## config.mk

```make
export PLATFORM = sky130hd
export DESIGN_NAME = f_add_seq
export DESIGN_NICKNAME = d
export VERILOG_FILES = /design/src/rtl/f_add_seq.sv
export SDC_FILE = /design/constraint.sdc
export NUM_CORES = 1
export LEC_CHECK = 0
export ABC_AREA = 1
export CORE_MARGIN = 5
export CORE_UTILIZATION = 31
export DETAILED_ROUTE_END_ITERATION = 16
export HOLD_SLACK_MARGIN = 0.12
export PLACE_DENSITY = 0.54
export RECOVER_POWER = 25
export SLEW_MARGIN = 40
export SYNTH_ARGS = -nofsm -noshare
export SYNTH_HDL_FRONTEND = slang
export SYNTH_SLANG_ARGS = --single-unit
export TNS_END_PERCENT = 50
```

## constraint.sdc

```tcl
create_clock -name clk -period 4 [get_ports clk]
set_clock_uncertainty 0.2 [all_clocks]
set_input_delay 0.8 -clock clk [delete_from_list [all_inputs] [get_ports clk]]
set_output_delay 0.8 -clock clk [all_outputs]
set_load 0.05 [all_outputs]
```

## src/rtl/f_add_seq.sv

```systemverilog
// f_add_seq: multi-cycle IEEE-754 single-precision adder.
// Operands are aligned, added and then normalised one leading-zero bit
// per cycle. The packed result is offered on a valid/ready output port.
// Rounding is by truncation. Denormal inputs and results are flushed to zero.
//
// Handshake semantics (both ports): a transfer happens on a rising clk edge
// where valid and ready are both 1. in_ready is 1 only in IDLE, so A/B are
// sampled on that edge alone. out_valid is 1 only in DONE, and OUT_ADD
// stays stable until the transfer edge. OUT_ADD then keeps its value until
// the next result is produced or RST clears it.
module f_add_seq #(
  parameter int MAN_W = 23,
  parameter int EXP_W = 8
) (
  input  logic                   clk,
  input  logic                   RST,
  input  logic                   in_valid,
  output logic                   in_ready,
  input  logic [EXP_W+MAN_W:0]   A,
  input  logic [EXP_W+MAN_W:0]   B,
  output logic                   out_valid,
  input  logic                   out_ready,
  output logic [EXP_W+MAN_W:0]   OUT_ADD
);

  localparam int DW = 1 + EXP_W + MAN_W;
  localparam int MW = MAN_W + 1;  // mantissa width including hidden bit

  typedef enum logic [2:0] {IDLE, ALIGN, ADD, NORM, DONE} state_t;

  state_t r_state;
  state_t w_state_nxt;

  logic [DW-1:0]    r_a;
  logic [DW-1:0]    r_b;
  logic             r_sign;
  logic             r_sub;
  logic [EXP_W-1:0] r_exp;
  logic [MW-1:0]    r_ml;
  logic [MW-1:0]    r_ms;
  logic [MW:0]      r_sum;
  logic [DW-1:0]    r_out;

  // Alignment operands. A zero exponent means zero, so the whole
  // mantissa is cleared, not only the hidden bit.
  logic [EXP_W-1:0] w_ea;
  logic [EXP_W-1:0] w_eb;
  logic [MW-1:0]    w_ma;
  logic [MW-1:0]    w_mb;
  logic             w_a_big;
  logic [EXP_W-1:0] w_el;
  logic [EXP_W-1:0] w_es;
  logic [MW-1:0]    w_ml;
  logic [MW-1:0]    w_ms;
  logic [EXP_W-1:0] w_d;
  logic [MW-1:0]    w_ms_sh;

  // Normalisation helpers.
  logic             w_sum_zero;
  logic [EXP_W-1:0] w_exp_inc;
  logic             w_norm_done;

  assign w_ea    = r_a[DW-2 -: EXP_W];
  assign w_eb    = r_b[DW-2 -: EXP_W];
  assign w_ma    = (w_ea != '0) ? {1'b1, r_a[MAN_W-1:0]} : '0;
  assign w_mb    = (w_eb != '0) ? {1'b1, r_b[MAN_W-1:0]} : '0;
  assign w_a_big = ({w_ea, w_ma} >= {w_eb, w_mb});
  assign w_el    = w_a_big ? w_ea : w_eb;
  assign w_es    = w_a_big ? w_eb : w_ea;
  assign w_ml    = w_a_big ? w_ma : w_mb;
  assign w_ms    = w_a_big ? w_mb : w_ma;
  assign w_d     = w_el - w_es;
  assign w_ms_sh = (w_d >= EXP_W'(MW)) ? '0 : (w_ms >> w_d);

  assign w_sum_zero  = (r_sum == '0);
  assign w_exp_inc   = r_exp + EXP_W'(1);
  assign w_norm_done = w_sum_zero || r_sum[MW] || r_sum[MAN_W] ||
                       (r_exp == EXP_W'(1));

  assign in_ready  = (r_state == IDLE);
  assign out_valid = (r_state == DONE);
  assign OUT_ADD   = r_out;

  // State register.
  always_ff @(posedge clk) begin
    if (RST) r_state <= IDLE;
    else     r_state <= w_state_nxt;
  end

  // Next-state logic.
  always_comb begin
    w_state_nxt = r_state;
    case (r_state)
      IDLE:    if (in_valid) w_state_nxt = ALIGN;
      ALIGN:   w_state_nxt = ADD;
      ADD:     w_state_nxt = NORM;
      NORM:    if (w_norm_done) w_state_nxt = DONE;
      DONE:    if (out_ready) w_state_nxt = IDLE;
      default: w_state_nxt = IDLE;
    endcase
  end

  // Datapath: latch, align, add, then normalise one step per cycle.
  always_ff @(posedge clk) begin
    if (RST) begin
      r_a    <= '0;
      r_b    <= '0;
      r_sign <= 1'b0;
      r_sub  <= 1'b0;
      r_exp  <= '0;
      r_ml   <= '0;
      r_ms   <= '0;
      r_sum  <= '0;
      r_out  <= '0;
    end else begin
      case (r_state)
        IDLE: begin
          if (in_valid) begin
            r_a <= A;
            r_b <= B;
          end
        end
        ALIGN: begin
          r_ml   <= w_ml;
          r_ms   <= w_ms_sh;
          r_exp  <= w_el;
          r_sign <= w_a_big ? r_a[DW-1] : r_b[DW-1];
          r_sub  <= r_a[DW-1] ^ r_b[DW-1];
        end
        ADD: begin
          // L is the larger magnitude, so the difference is never negative.
          if (r_sub) r_sum <= {1'b0, r_ml} - {1'b0, r_ms};
          else       r_sum <= {1'b0, r_ml} + {1'b0, r_ms};
        end
        NORM: begin
          if (w_sum_zero) begin
            r_out <= '0;
          end else if (r_sum[MW]) begin
            r_sum <= r_sum >> 1;
            r_exp <= w_exp_inc;
            if (w_exp_inc == {EXP_W{1'b1}})
              r_out <= {r_sign, {EXP_W{1'b1}}, {MAN_W{1'b0}}};
            else
              r_out <= {r_sign, w_exp_inc, r_sum[MAN_W:1]};
          end else if (r_sum[MAN_W]) begin
            r_out <= {r_sign, r_exp, r_sum[MAN_W-1:0]};
          end else if (r_exp == EXP_W'(1)) begin
            r_out <= '0;
          end else begin
            r_sum <= r_sum << 1;
            r_exp <= r_exp - EXP_W'(1);
          end
        end
        default: ;
      endcase
    end
  end

endmodule

```

==> metrics.txt, run 1 <==
# TYPE chip_impl_metric gauge
chip_impl_info{name="cpMaxStageDelayCell",value="dfxtp_2"} 1
chip_impl_metric{name="placement.io_buffers",unit=""} 101
chip_impl_metric{name="grt.total_usage",unit=""} 0.194
chip_impl_info{name="tritoncts",value="built"} 1
chip_impl_metric{name="std_cell_rows",unit=""} 73
chip_impl_metric{name="grt_pass1_vias",unit=""} 13570
chip_impl_metric{name="grt_first_pass_wirelength",unit="um"} 70000
chip_impl_metric{name="post_synth_num_cell_types",unit=""} 53
chip_impl_metric{name="design.portCount",unit=""} 102
chip_impl_metric{name="final_layout_size_suffix_gt1_frac",unit=""} 0.259
chip_impl_metric{name="htree_num_levels",unit=""} 4
chip_impl_metric{name="postSynthNetCount",unit=""} 2057
chip_impl_metric{name="worst-endpoint-required",unit="ns"} 4.18
chip_impl_metric{name="hold-worst-slack",unit="ns"} 0.255
chip_impl_metric{name="postSynth.asyncResetShare",unit=""} 0
chip_impl_metric{name="worstMarginPinSlew",unit="ns"} 1.22
chip_impl_metric{name="maxSlewViolCount",unit=""} 0
chip_impl_info{name="violations_in_the_final_reports",value="negative setup slack"} 1
chip_impl_info{name="min_to",value="OUT_ADD[20]$_SDFFE_PP0P_"} 1
chip_impl_metric{name="holdPathStages",unit=""} 2
chip_impl_info{name="rsz0062_at_grt",value="yes"} 1
chip_impl_metric{name="synth_adder_area_share",unit=""} 0.0644
chip_impl_metric{name="synth_seq_cells",unit=""} 182
chip_impl_metric{name="vias_per_cell",unit=""} 5.01
chip_impl_info{name="min-delay-path-class",value="reg -> reg"} 1
chip_impl_metric{name="route.antenna.remaining_nets",unit=""} 0
chip_impl_info{name="destination_of_the_worst_register_to_register_timing_path",value="r_ms[5]$_SDFFE_PP0P_"} 1
chip_impl_info{name="critical_path.startpoint_type",value="flop"} 1
chip_impl_metric{name="cell_count_of_the_worst_reg_to_reg_path",unit=""} 36
chip_impl_metric{name="tritoncts.num_buffers",unit=""} 17
chip_impl_metric{name="ir_worst_vdd",unit="V"} 0.000374
chip_impl_metric{name="post_synth.cell_area_avg",unit="um^2"} 6.41
chip_impl_metric{name="die_area",unit="um^2"} 43900
chip_impl_metric{name="fillers",unit=""} 4025
chip_impl_metric{name="grt_overflow",unit=""} 0
chip_impl_metric{name="synth_simple_gate_area_share",unit=""} 0.282
chip_impl_info{name="worst_setup_path_end_kind",value="flop"} 1
chip_impl_info{name="setup_crit_path_kind",value="reg -> reg"} 1
chip_impl_metric{name="drt_iter0_drc",unit=""} 687
chip_impl_metric{name="dp_worst_setup_slack",unit="ns"} -0.538
chip_impl_metric{name="sequential_cell_area_fraction_in_the_yosys_report",unit=""} 0.295
chip_impl_metric{name="clk-insertion-delay-late",unit="ns"} 0.45
chip_impl_info{name="main_combinational_cell_family_by_area_after_synthesis",value="simple AND/OR/NAND/NOR gates"} 1
chip_impl_metric{name="route.detailed.drc",unit=""} 0
chip_impl_metric{name="placeableCoreArea",unit="um^2"} 39500
chip_impl_metric{name="total_clock_sinks",unit=""} 182
chip_impl_info{name="cts_root_buffer",value="clkbuf_16"} 1
chip_impl_metric{name="setup_slack",unit="ns"} -0.503
chip_impl_metric{name="power",unit="W"} 0.0133
chip_impl_metric{name="fin_crit_period",unit="ns"} 4.50
chip_impl_info{name="status",value="complete, but fails checks"} 1
chip_impl_metric{name="hpwl",unit="um"} 32000
chip_impl_metric{name="clk_pin_slew",unit="ns"} 0.08
chip_impl_metric{name="compound_gate_portion_of_the_synthesized_area",unit=""} 0.225
chip_impl_metric{name="fin_crit_sh",unit=""} 1.13
chip_impl_metric{name="instances_no_fill",unit=""} 2789
chip_impl_metric{name="multiInputGateArea",unit="um^2"} 8490
chip_impl_info{name="timing.rr.start",value="r_b[25]$_SDFFE_PP0P_"} 1
chip_impl_metric{name="post_synth_xor_area_fraction",unit=""} 0.0331
chip_impl_metric{name="cts_max_path_buffers",unit=""} 2
chip_impl_metric{name="totalNegativeSetupSlack",unit="ns"} -9.91
chip_impl_info{name="holdCritStartpoint",value="OUT_ADD[20]$_SDFFE_PP0P_"} 1
chip_impl_info{name="main_flop_type_after_synthesis",value="dfxtp_1"} 1
chip_impl_metric{name="via_count",unit=""} 13961
chip_impl_metric{name="finalWeightedCongestion",unit=""} 0.917
chip_impl_metric{name="synthMuxAreaShare",unit=""} 0
chip_impl_metric{name="first_pass_iters",unit=""} 5
chip_impl_metric{name="avgRoutedWirePerCell",unit="um"} 15.6
chip_impl_metric{name="die_h",unit="um"} 210
chip_impl_metric{name="design.final.nets",unit=""} 2381
chip_impl_metric{name="synthesis.yosys.warnings",unit=""} 0
chip_impl_metric{name="slew-limit-headroom",unit=""} 0.185
chip_impl_metric{name="power.static_leakage",unit="nW"} 7.60
chip_impl_metric{name="ff_latch_area",unit="um^2"} 3650
chip_impl_metric{name="timing.reg2reg.setup_slack",unit="ns"} -0.50
chip_impl_metric{name="cts_hold_buf",unit=""} 0
chip_impl_metric{name="hold_viol_final",unit=""} 0
chip_impl_metric{name="critPathMaxStageDelay",unit="ns"} 0.34
chip_impl_metric{name="synthCells",unit=""} 1926
chip_impl_metric{name="number_of_flops_mapped_to_enable_cells_by_yosys",unit=""} 0
chip_impl_metric{name="maximum_capacitance_violations",unit=""} 0
chip_impl_metric{name="floorplan.initialDensity",unit=""} 0.312
chip_impl_metric{name="chipWidth",unit="um"} 210
chip_impl_metric{name="route.final.wire_length",unit="um"} 43400
chip_impl_metric{name="arrival",unit="ns"} 4.69
chip_impl_metric{name="pin_count_of_the_biggest_net_entering_global_routing",unit=""} 93
chip_impl_metric{name="grt_antenna_before_repair",unit=""} 1
chip_impl_metric{name="finalSetupViolCount",unit=""} 25
chip_impl_metric{name="synth.cell_area",unit="um^2"} 12400
chip_impl_metric{name="crit_path_max_fanout",unit=""} 8
chip_impl_metric{name="placedCellCount",unit=""} 2699
chip_impl_metric{name="flow.area_growth_from_synthesis",unit="%"} 44.1
chip_impl_metric{name="max_freq",unit="MHz"} 222
chip_impl_metric{name="power_per_cell_area",unit="nW/um^2"} 745
chip_impl_info{name="path_common_cell",value="buf_4"} 1
layer usage:
metal	global-route usage	wire length, um	part of all wire
met1	0.248	19300	0.44
met2	0.329	20500	0.47
met3	0.0356	2350	0.054
met4	0.0637	1300	0.030
met5	0	0	0
through the flow:
stage               cell area [um^2]   util
floorplan                      12400      -
global placement               15700  0.396
detailed placement             15700  0.397
CTS                            17400  0.439
global route                   17800  0.450
finish                         17800  0.450
power breakdown:
| group | internal (W) | switching (W) | total (W) |
|---|---|---|---|
| logic | 0.00401 | 0.00523 | 0.00924 |
| registers | 0.00206 | 0.000219 | 0.00228 |
| clock network | 0.000888 | 0.000852 | 0.00174 |
logic make-up (layout without fill, tap and decap cells):
family / Yosys count / in the layout
AND/OR/NAND/NOR: 811 / 812
flip-flops: 182 / 182
other: 0 / 1
AO/OA/AOI/OAI: 506 / 506
adder cells (fa/ha/maj): 63 / 63
buffers and inverters: 319 / 655
XOR/XNOR: 45 / 45
cells in the mapped netlist, drive strengths merged (15+ instances only):
cell type	count	area share
nand2	472	0.15
a21oi	221	0.091
inv	210	0.064
dfxtp	182	0.29
o21ai	172	0.070
nand3	162	0.068
nor2	119	0.038
clkbuf	86	0.026
ha	62	0.063
a31oi	31	0.016
xor2	30	0.021
nand4	29	0.015
o22ai	24	0.012
a211oi	23	0.014
buf	22	0.0095
nor3	17	0.0073
xnor2	15	0.012
cell type report:
class | instances | area share
flip-flops and latches | 182 | 0.205
clock buffers | 17 | 0.0239
multi-input cells | 1426 | 0.477
clock inverters | 15 | 0.00942
diodes | 1 | 0.000141
inverters | 211 | 0.0445
well taps | 525 | 0.0369
repair buffers | 412 | 0.203
registers in the layout, summed over array words and instances, names as in the netlist:
signal,flops
r_exp,8
r_sub,1
r_sum,25
r_state,3
r_a,32
OUT_ADD,32
r_sign,1
r_b,32
r_ml,24
r_ms,24
layout by cell type (no fill, tap or decap), types with 31 or more instances in the layout:
master,Yosys,layout
clkdlybuf4s50_1,0,98
a31oi_1,31,31
nand3_2,7,63
buf_4,1,278
nand2_1,459,417
dfxtp_1,182,173
o21ai_0,168,161
a21oi_1,219,197
inv_1,208,190
nand3_1,155,93
ha_1,62,52
nor2_1,116,85
nand2_2,10,36
how the worst max path moves through the flow:
stage / from / slack, ns / depth (start not counted) / to
global placement: r_b[25]$_SDFFE_PP0P_ / -0.56 / 33 / r_ms[8]$_SDFFE_PP0P_
global route: r_b[28]$_SDFFE_PP0P_ / -0.74 / 35 / r_ms[3]$_SDFFE_PP0P_
CTS: r_b[23]$_SDFFE_PP0P_ / -0.40 / 37 / r_ms[8]$_SDFFE_PP0P_
floorplan: r_a[29]$_SDFFE_PP0P_ / 0.05 / 28 / r_ms[18]$_SDFFE_PP0P_
finish: r_b[25]$_SDFFE_PP0P_ / -0.50 / 36 / r_ms[5]$_SDFFE_PP0P_
detailed placement: r_b[25]$_SDFFE_PP0P_ / -0.54 / 33 / r_ms[8]$_SDFFE_PP0P_
critical path: cells and delay by family, from the launching register on:
kind,cells,cell delay [ns]
AND/OR/NAND/NOR,12,0.99
AO/OA/AOI/OAI,2,0.27
buffers and inverters,22,2.62
flip-flops,1,0.34
timing repair:
action	in CTS	in global routing
pin swaps	56	72
cloned	4	0
buffers inserted	52	6
resized for setup	151	120
setup endpoints to repair	29	36
No activity file was read; power rests on OpenSTA's default activity.
==> run 2, diff against run 1 <==
--- a/config.mk
+++ b/config.mk
@@ -11,7 +11,6 @@
 export DETAILED_ROUTE_END_ITERATION = 16
 export HOLD_SLACK_MARGIN = 0.12
 export PLACE_DENSITY = 0.54
-export RECOVER_POWER = 25
 export SLEW_MARGIN = 40
 export SYNTH_ARGS = -nofsm -noshare
 export SYNTH_HDL_FRONTEND = slang
==> run 2 against run 1 <==
  * The run still ends with negative setup slack left
  * Utilization up 0.067 points
  * Hold slack about the same
  * Sequential cell count unchanged
  * Sequential power about the same
  * Fmax about the same
  * Highest routed layer unchanged
==> metrics.txt, run 2 (synthesis results as in run 1) <==
# TYPE chip_impl_metric gauge
chip_impl_info{name="setup_crit_path_kind",value="reg -> reg"} 1
chip_impl_info{name="layout_commonest_cell",value="nand2_1"} 1
chip_impl_metric{name="power.static_leakage",unit="nW"} 7.61
chip_impl_metric{name="placement.io_buffers",unit=""} 101
chip_impl_metric{name="grt_overflow",unit=""} 0
chip_impl_metric{name="instances_no_fill",unit=""} 2789
chip_impl_metric{name="grt_first_pass_wirelength",unit="um"} 70000
chip_impl_metric{name="fin_crit_sh",unit=""} 1.13
chip_impl_metric{name="arrival",unit="ns"} 4.69
chip_impl_metric{name="power",unit="W"} 0.0133
chip_impl_metric{name="critPathMaxStageDelay",unit="ns"} 0.34
chip_impl_metric{name="floorplan.initialDensity",unit=""} 0.312
chip_impl_info{name="min-delay-path-class",value="reg -> reg"} 1
chip_impl_info{name="tritoncts",value="built"} 1
chip_impl_metric{name="cell_count_of_the_worst_reg_to_reg_path",unit=""} 36
chip_impl_metric{name="vias_per_cell",unit=""} 5.00
chip_impl_info{name="critical_path.startpoint_type",value="flop"} 1
chip_impl_metric{name="via_count",unit=""} 13946
chip_impl_metric{name="route.detailed.drc",unit=""} 0
chip_impl_info{name="holdCritStartpoint",value="r_a[21]$_SDFFE_PP0P_"} 1
chip_impl_info{name="critical-path-top-delay-family",value="buffers and inverters"} 1
chip_impl_metric{name="drt_iter0_drc",unit=""} 691
chip_impl_info{name="worst_setup_path_end_kind",value="flop"} 1
chip_impl_metric{name="placedCellCount",unit=""} 2699
chip_impl_metric{name="hold_viol_final",unit=""} 0
chip_impl_metric{name="grt_pass1_vias",unit=""} 13570
chip_impl_metric{name="route.final.wire_length",unit="um"} 43400
chip_impl_info{name="min_to",value="r_a[21]$_SDFFE_PP0P_"} 1
chip_impl_metric{name="cts_max_path_buffers",unit=""} 2
chip_impl_metric{name="max_freq",unit="MHz"} 222
chip_impl_metric{name="grt.total_usage",unit=""} 0.194
chip_impl_metric{name="first_pass_iters",unit=""} 6
chip_impl_metric{name="maximum_capacitance_violations",unit=""} 0
chip_impl_metric{name="clk_pin_slew",unit="ns"} 0.08
chip_impl_metric{name="finalWeightedCongestion",unit=""} 0.917
chip_impl_metric{name="worstPathBufferInverterCount",unit=""} 22
chip_impl_metric{name="worstMarginPinSlew",unit="ns"} 0.823
chip_impl_metric{name="clk-insertion-delay-late",unit="ns"} 0.45
chip_impl_metric{name="design.final.nets",unit=""} 2381
chip_impl_metric{name="holdPathStages",unit=""} 2
chip_impl_metric{name="setup_slack",unit="ns"} -0.503
chip_impl_metric{name="ir_worst_vdd",unit="V"} 0.000373
chip_impl_metric{name="fillers",unit=""} 4020
chip_impl_metric{name="slew-limit-headroom",unit=""} 0.448
chip_impl_metric{name="grt_antenna_before_repair",unit=""} 1
chip_impl_metric{name="die_h",unit="um"} 210
chip_impl_metric{name="totalNegativeSetupSlack",unit="ns"} -9.88
chip_impl_info{name="cpMaxStageDelayCell",value="dfxtp_2"} 1
chip_impl_metric{name="chipWidth",unit="um"} 210
chip_impl_metric{name="flow.area_growth_from_synthesis",unit="%"} 44.3
chip_impl_metric{name="placeableCoreArea",unit="um^2"} 39500
chip_impl_metric{name="avgRoutedWirePerCell",unit="um"} 15.6
chip_impl_info{name="layout.cells.most_common_list",value="nand2_1 (416), buf_4 (279), a21oi_1 (197)"} 1
chip_impl_info{name="destination_of_the_worst_register_to_register_timing_path",value="r_ms[5]$_SDFFE_PP0P_"} 1
chip_impl_info{name="rsz0062_at_grt",value="yes"} 1
chip_impl_info{name="path_common_cell",value="buf_4"} 1
chip_impl_metric{name="finalSetupViolCount",unit=""} 25
chip_impl_metric{name="worst-endpoint-required",unit="ns"} 4.18
chip_impl_metric{name="die_area",unit="um^2"} 43900
chip_impl_metric{name="crit_path_max_fanout",unit=""} 8
chip_impl_metric{name="total_clock_sinks",unit=""} 182
chip_impl_info{name="cts_root_buffer",value="clkbuf_16"} 1
chip_impl_metric{name="pin_count_of_the_biggest_net_entering_global_routing",unit=""} 93
chip_impl_metric{name="tritoncts.num_buffers",unit=""} 17
chip_impl_info{name="timing.rr.start",value="r_b[25]$_SDFFE_PP0P_"} 1
chip_impl_metric{name="final_layout_size_suffix_gt1_frac",unit=""} 0.260
chip_impl_metric{name="htree_num_levels",unit=""} 4
chip_impl_metric{name="timing.reg2reg.setup_slack",unit="ns"} -0.50
chip_impl_metric{name="fin_crit_period",unit="ns"} 4.50
chip_impl_info{name="violations_in_the_final_reports",value="negative setup slack"} 1
chip_impl_metric{name="hpwl",unit="um"} 32000
chip_impl_metric{name="maxSlewViolCount",unit=""} 0
chip_impl_metric{name="design.portCount",unit=""} 102
chip_impl_metric{name="power_per_cell_area",unit="nW/um^2"} 744
chip_impl_metric{name="std_cell_rows",unit=""} 73
chip_impl_metric{name="route.antenna.remaining_nets",unit=""} 0
chip_impl_info{name="status",value="complete, but fails checks"} 1
run 2: timing repair:
item | CTS | global route
setup buffers | 52 | 6
setup endpoints to repair | 29 | 36
cloned | 4 | 0
pin swaps | 56 | 72
hold buffers | 0 | 0
gates resized for setup | 151 | 120
run 2: worst max path at each step:
stage | startpoint | end | slack [ns] | cells after the start
after floorplan | r_a[29]$_SDFFE_PP0P_ | r_ms[18]$_SDFFE_PP0P_ | 0.05 | 28
after CTS | r_b[23]$_SDFFE_PP0P_ | r_ms[8]$_SDFFE_PP0P_ | -0.40 | 37
after global routing | r_b[28]$_SDFFE_PP0P_ | r_ms[3]$_SDFFE_PP0P_ | -0.74 | 35
final | r_b[25]$_SDFFE_PP0P_ | r_ms[5]$_SDFFE_PP0P_ | -0.50 | 36
after global placement | r_b[25]$_SDFFE_PP0P_ | r_ms[8]$_SDFFE_PP0P_ | -0.56 | 33
after detailed placement | r_b[25]$_SDFFE_PP0P_ | r_ms[8]$_SDFFE_PP0P_ | -0.54 | 33
run 2: through the flow:
step                      utilization  setup slack (ns)  cell area (um^2)  hold WS, ns
after global placement          0.396            -0.559             15700        0.244
after floorplan                     -            0.0464             12400        0.230
after detailed placement        0.397            -0.538             15700        0.246
after CTS                       0.439            -0.398             17400        0.258
after global routing            0.451            -0.744             17800        0.281
final                           0.451            -0.503             17800        0.255
run 2: routing by layer:
layer,track usage,up-vias,part of all wire
met2,0.329,371,0.47
met1,0.248,6373,0.44
met5,0,-,0
met4,0.0637,0,0.029
met3,0.0356,71,0.054
li1,-,7131,-
run 2: final cells by class:
| class | count | area (um^2) | area share |
|---|---|---|---|
| Multi-Input combinational cell | 1426 | 8500 | 0.477 |
| Sequential cell | 182 | 3650 | 0.205 |
| Timing Repair Buffer | 412 | 3620 | 0.203 |
| Inverter | 211 | 792 | 0.0444 |
| Tap cell | 525 | 657 | 0.0369 |
| Clock buffer | 17 | 425 | 0.0239 |
| Clock inverter | 15 | 168 | 0.00941 |
| Antenna cell | 1 | 2.50 | 0.000140 |
run 2: power by group:
| group | switching [W] | internal (W) | total, W |
|---|---|---|---|
| registers | 0.000219 | 0.00206 | 0.00228 |
| clock network | 0.000848 | 0.000888 | 0.00174 |
| logic | 0.00523 | 0.00402 | 0.00925 |
run 2: worst min-delay path: stages, from the launching register on:
cell	delay [ns]
dfxtp_1	0.30
inv_1	0.06
a21oi_1	0.05
==> run 3, diff against run 2 <==
--- a/config.mk
+++ b/config.mk
@@ -11,7 +11,7 @@
 export DETAILED_ROUTE_END_ITERATION = 16
 export HOLD_SLACK_MARGIN = 0.12
 export PLACE_DENSITY = 0.54
-export SLEW_MARGIN = 40
+export SLEW_MARGIN = 20
 export SYNTH_ARGS = -nofsm -noshare
 export SYNTH_HDL_FRONTEND = slang
 export SYNTH_SLANG_ARGS = --single-unit
==> run 3 against run 2 <==
  * The flow still finishes with violations (negative setup slack)
  * Clock-buffer cell count is the same
  * Register-to-register slack is essentially flat
  * Die area is the same
  * Cell count shrank 0.43%
==> metrics.txt, run 3 (synthesis results as in run 1) <==
# TYPE chip_impl_metric gauge
chip_impl_metric{name="crit_path_max_fanout",unit=""} 7
chip_impl_metric{name="route.antenna.remaining_nets",unit=""} 0
chip_impl_metric{name="flow.area_growth_from_synthesis",unit="%"} 44.2
chip_impl_metric{name="grt_first_pass_wirelength",unit="um"} 69400
chip_impl_info{name="min-delay-path-class",value="reg -> reg"} 1
chip_impl_metric{name="met2_usage",unit=""} 0.326
chip_impl_metric{name="grtUsageMet3",unit=""} 0.0288
chip_impl_metric{name="fin_crit_period",unit="ns"} 4.52
chip_impl_metric{name="clk-insertion-delay-late",unit="ns"} 0.45
chip_impl_metric{name="worstMarginPinSlew",unit="ns"} 1.11
chip_impl_metric{name="htree_num_levels",unit=""} 4
chip_impl_metric{name="route.final.wire_length",unit="um"} 43700
chip_impl_metric{name="max_freq",unit="MHz"} 221
chip_impl_metric{name="route.detailed.drc",unit=""} 0
chip_impl_info{name="layout_commonest_cell",value="nand2_1"} 1
chip_impl_info{name="critical_path.startpoint_type",value="flop"} 1
chip_impl_metric{name="vias_per_cell",unit=""} 4.99
chip_impl_metric{name="placeableCoreArea",unit="um^2"} 39500
chip_impl_metric{name="die_area",unit="um^2"} 43900
chip_impl_info{name="layout.cells.most_common_list",value="nand2_1 (410), buf_4 (268), a21oi_1 (205)"} 1
chip_impl_info{name="rsz0062_at_grt",value="yes"} 1
chip_impl_info{name="cpMaxStageDelayCell",value="dfxtp_2"} 1
chip_impl_metric{name="hold-worst-slack",unit="ns"} 0.259
chip_impl_metric{name="design.portCount",unit=""} 102
chip_impl_metric{name="fillers",unit=""} 4057
chip_impl_info{name="tritoncts",value="built"} 1
chip_impl_info{name="setup_crit_path_kind",value="reg -> reg"} 1
chip_impl_info{name="path_common_cell",value="nand2_1"} 1
chip_impl_metric{name="setup_slack",unit="ns"} -0.518
chip_impl_metric{name="first_pass_iters",unit=""} 5
chip_impl_metric{name="critPathMaxStageDelay",unit="ns"} 0.34
chip_impl_metric{name="placement.io_buffers",unit=""} 101
chip_impl_metric{name="timing.reg2reg.setup_slack",unit="ns"} -0.52
chip_impl_metric{name="ir_worst_vdd",unit="V"} 0.000404
chip_impl_metric{name="maximum_capacitance_violations",unit=""} 0
chip_impl_metric{name="placedCellCount",unit=""} 2699
chip_impl_metric{name="design.final.nets",unit=""} 2370
chip_impl_metric{name="chipWidth",unit="um"} 210
chip_impl_metric{name="avgRoutedWirePerCell",unit="um"} 15.7
chip_impl_metric{name="finalWeightedCongestion",unit=""} 0.917
chip_impl_metric{name="final_layout_size_suffix_gt1_frac",unit=""} 0.262
chip_impl_metric{name="via_count",unit=""} 13862
chip_impl_info{name="worst_setup_path_end_kind",value="flop"} 1
chip_impl_metric{name="std_cell_rows",unit=""} 73
chip_impl_metric{name="clk_pin_slew",unit="ns"} 0.08
chip_impl_metric{name="total_clock_sinks",unit=""} 182
chip_impl_metric{name="cts_max_path_buffers",unit=""} 2
chip_impl_metric{name="arrival",unit="ns"} 4.69
chip_impl_metric{name="die_h",unit="um"} 210
chip_impl_metric{name="grt_pass1_vias",unit=""} 13364
chip_impl_metric{name="tritoncts.num_buffers",unit=""} 17
chip_impl_metric{name="stdcell_area",unit="um^2"} 17800
chip_impl_metric{name="finalSetupViolCount",unit=""} 24
chip_impl_metric{name="hpwl",unit="um"} 32000
chip_impl_metric{name="pin_count_of_the_biggest_net_entering_global_routing",unit=""} 93
chip_impl_metric{name="maxSlewViolCount",unit=""} 0
chip_impl_metric{name="final_core_util",unit=""} 0.450
chip_impl_metric{name="worst-endpoint-required",unit="ns"} 4.17
chip_impl_metric{name="fin_crit_sh",unit=""} 1.13
chip_impl_metric{name="cell_area_after_placement",unit="um^2"} 15700
chip_impl_info{name="status",value="complete, but fails checks"} 1
chip_impl_metric{name="met1_demand_to_capacity_share_in_global_routing",unit=""} 0.252
chip_impl_metric{name="instances_no_fill",unit=""} 2777
chip_impl_metric{name="totalNegativeSetupSlack",unit="ns"} -9.63
chip_impl_metric{name="floorplan.initialDensity",unit=""} 0.312
chip_impl_info{name="grt_busiest_layer",value="met2"} 1
chip_impl_info{name="violations_in_the_final_reports",value="negative setup slack"} 1
chip_impl_metric{name="hold_viol_final",unit=""} 0
chip_impl_metric{name="slew-limit-headroom",unit=""} 0.262
chip_impl_info{name="cts_root_buffer",value="clkbuf_16"} 1
chip_impl_metric{name="drt_iter0_drc",unit=""} 784
chip_impl_metric{name="diodes",unit=""} 0
chip_impl_metric{name="grt.total_usage",unit=""} 0.190
chip_impl_metric{name="power_per_cell_area",unit="nW/um^2"} 747
chip_impl_metric{name="power.static_leakage",unit="nW"} 7.59
chip_impl_metric{name="grt_antenna_before_repair",unit=""} 1
chip_impl_metric{name="grt_overflow",unit=""} 0
run 3: changes by cell type in the layout (fill, tap and decap cells not counted), sizes merged:
cell,delta
clkbuf,+2
buf,-12
nor2,-1
clkinvlp,-1
diode,-1
clkinv,+1
run 3: power by group:
group / leakage, nW / internal, W / total [W] / switching (W)
Sequential: 1.49 / 0.00206 / 0.00228 / 0.000216
Clock: 0.284 / 0.000887 / 0.00174 / 0.000848
Combinational: 5.81 / 0.00408 / 0.00930 / 0.00522
Total: 7.59 / 0.00703 / 0.0133 / 0.00628
run 3: worst paths after layout:
check	cells after the start	end	start
worst max register to register	36	r_ms[3]$_SDFFE_PP0P_	r_b[23]$_SDFFE_PP0P_
worst min-delay path	2	r_a[5]$_SDFFE_PP0P_	r_a[5]$_SDFFE_PP0P_
worst min register to register	2	r_a[5]$_SDFFE_PP0P_	r_a[5]$_SDFFE_PP0P_
worst max-delay path	36	r_ms[3]$_SDFFE_PP0P_	r_b[23]$_SDFFE_PP0P_
run 3: area by class of cell:
type / count / area (um^2) / share of cell area
flip-flops and latches: 182 / 3660 / 0.205
inverters: 211 / 795 / 0.0446
well taps: 525 / 657 / 0.0369
repair buffers: 402 / 3600 / 0.202
multi-input cells: 1425 / 8520 / 0.478
clock buffers: 17 / 425 / 0.0239
clock inverters: 15 / 164 / 0.00920
run 3: metal layers:
metal,part of all wire,vias to the layer above
li1,-,7098
met1,0.46,6407
met2,0.49,302
met3,0.040,53
met4,0.017,2
met5,0.00030,-
run 3: critical path, delay by kind of cell, from the launching register on:
family / cells / cell delay, ns
AO/OA/AOI/OAI: 2 / 0.40
AND/OR/NAND/NOR: 24 / 2.28
buffers and inverters: 8 / 0.82
adder cells (fa/ha/maj): 2 / 0.38
flip-flops: 1 / 0.34
run 3: per-stage QoR:
| step | worst slack, ns | power, W |
|---|---|---|
| floorplan | 0.0464 | 0.00706 |
| global placement | -0.559 | 0.0102 |
| detailed placement | -0.551 | 0.0102 |
| CTS | -0.367 | 0.0125 |
| global route | -0.730 | 0.0144 |
| finish | -0.518 | 0.0133 |
run 3: what timing repair did:
| action | CTS | global route |
|---|---|---|
| hold endpoints to repair | 0 | 0 |
| hold buffers | 0 | 0 |
| gates cloned | 2 | 4 |
| setup buffers | 26 | 16 |
| endpoints found under the setup margin | 29 | 36 |
| pin swaps | 19 | 60 |
| resized for setup | 101 | 182 |
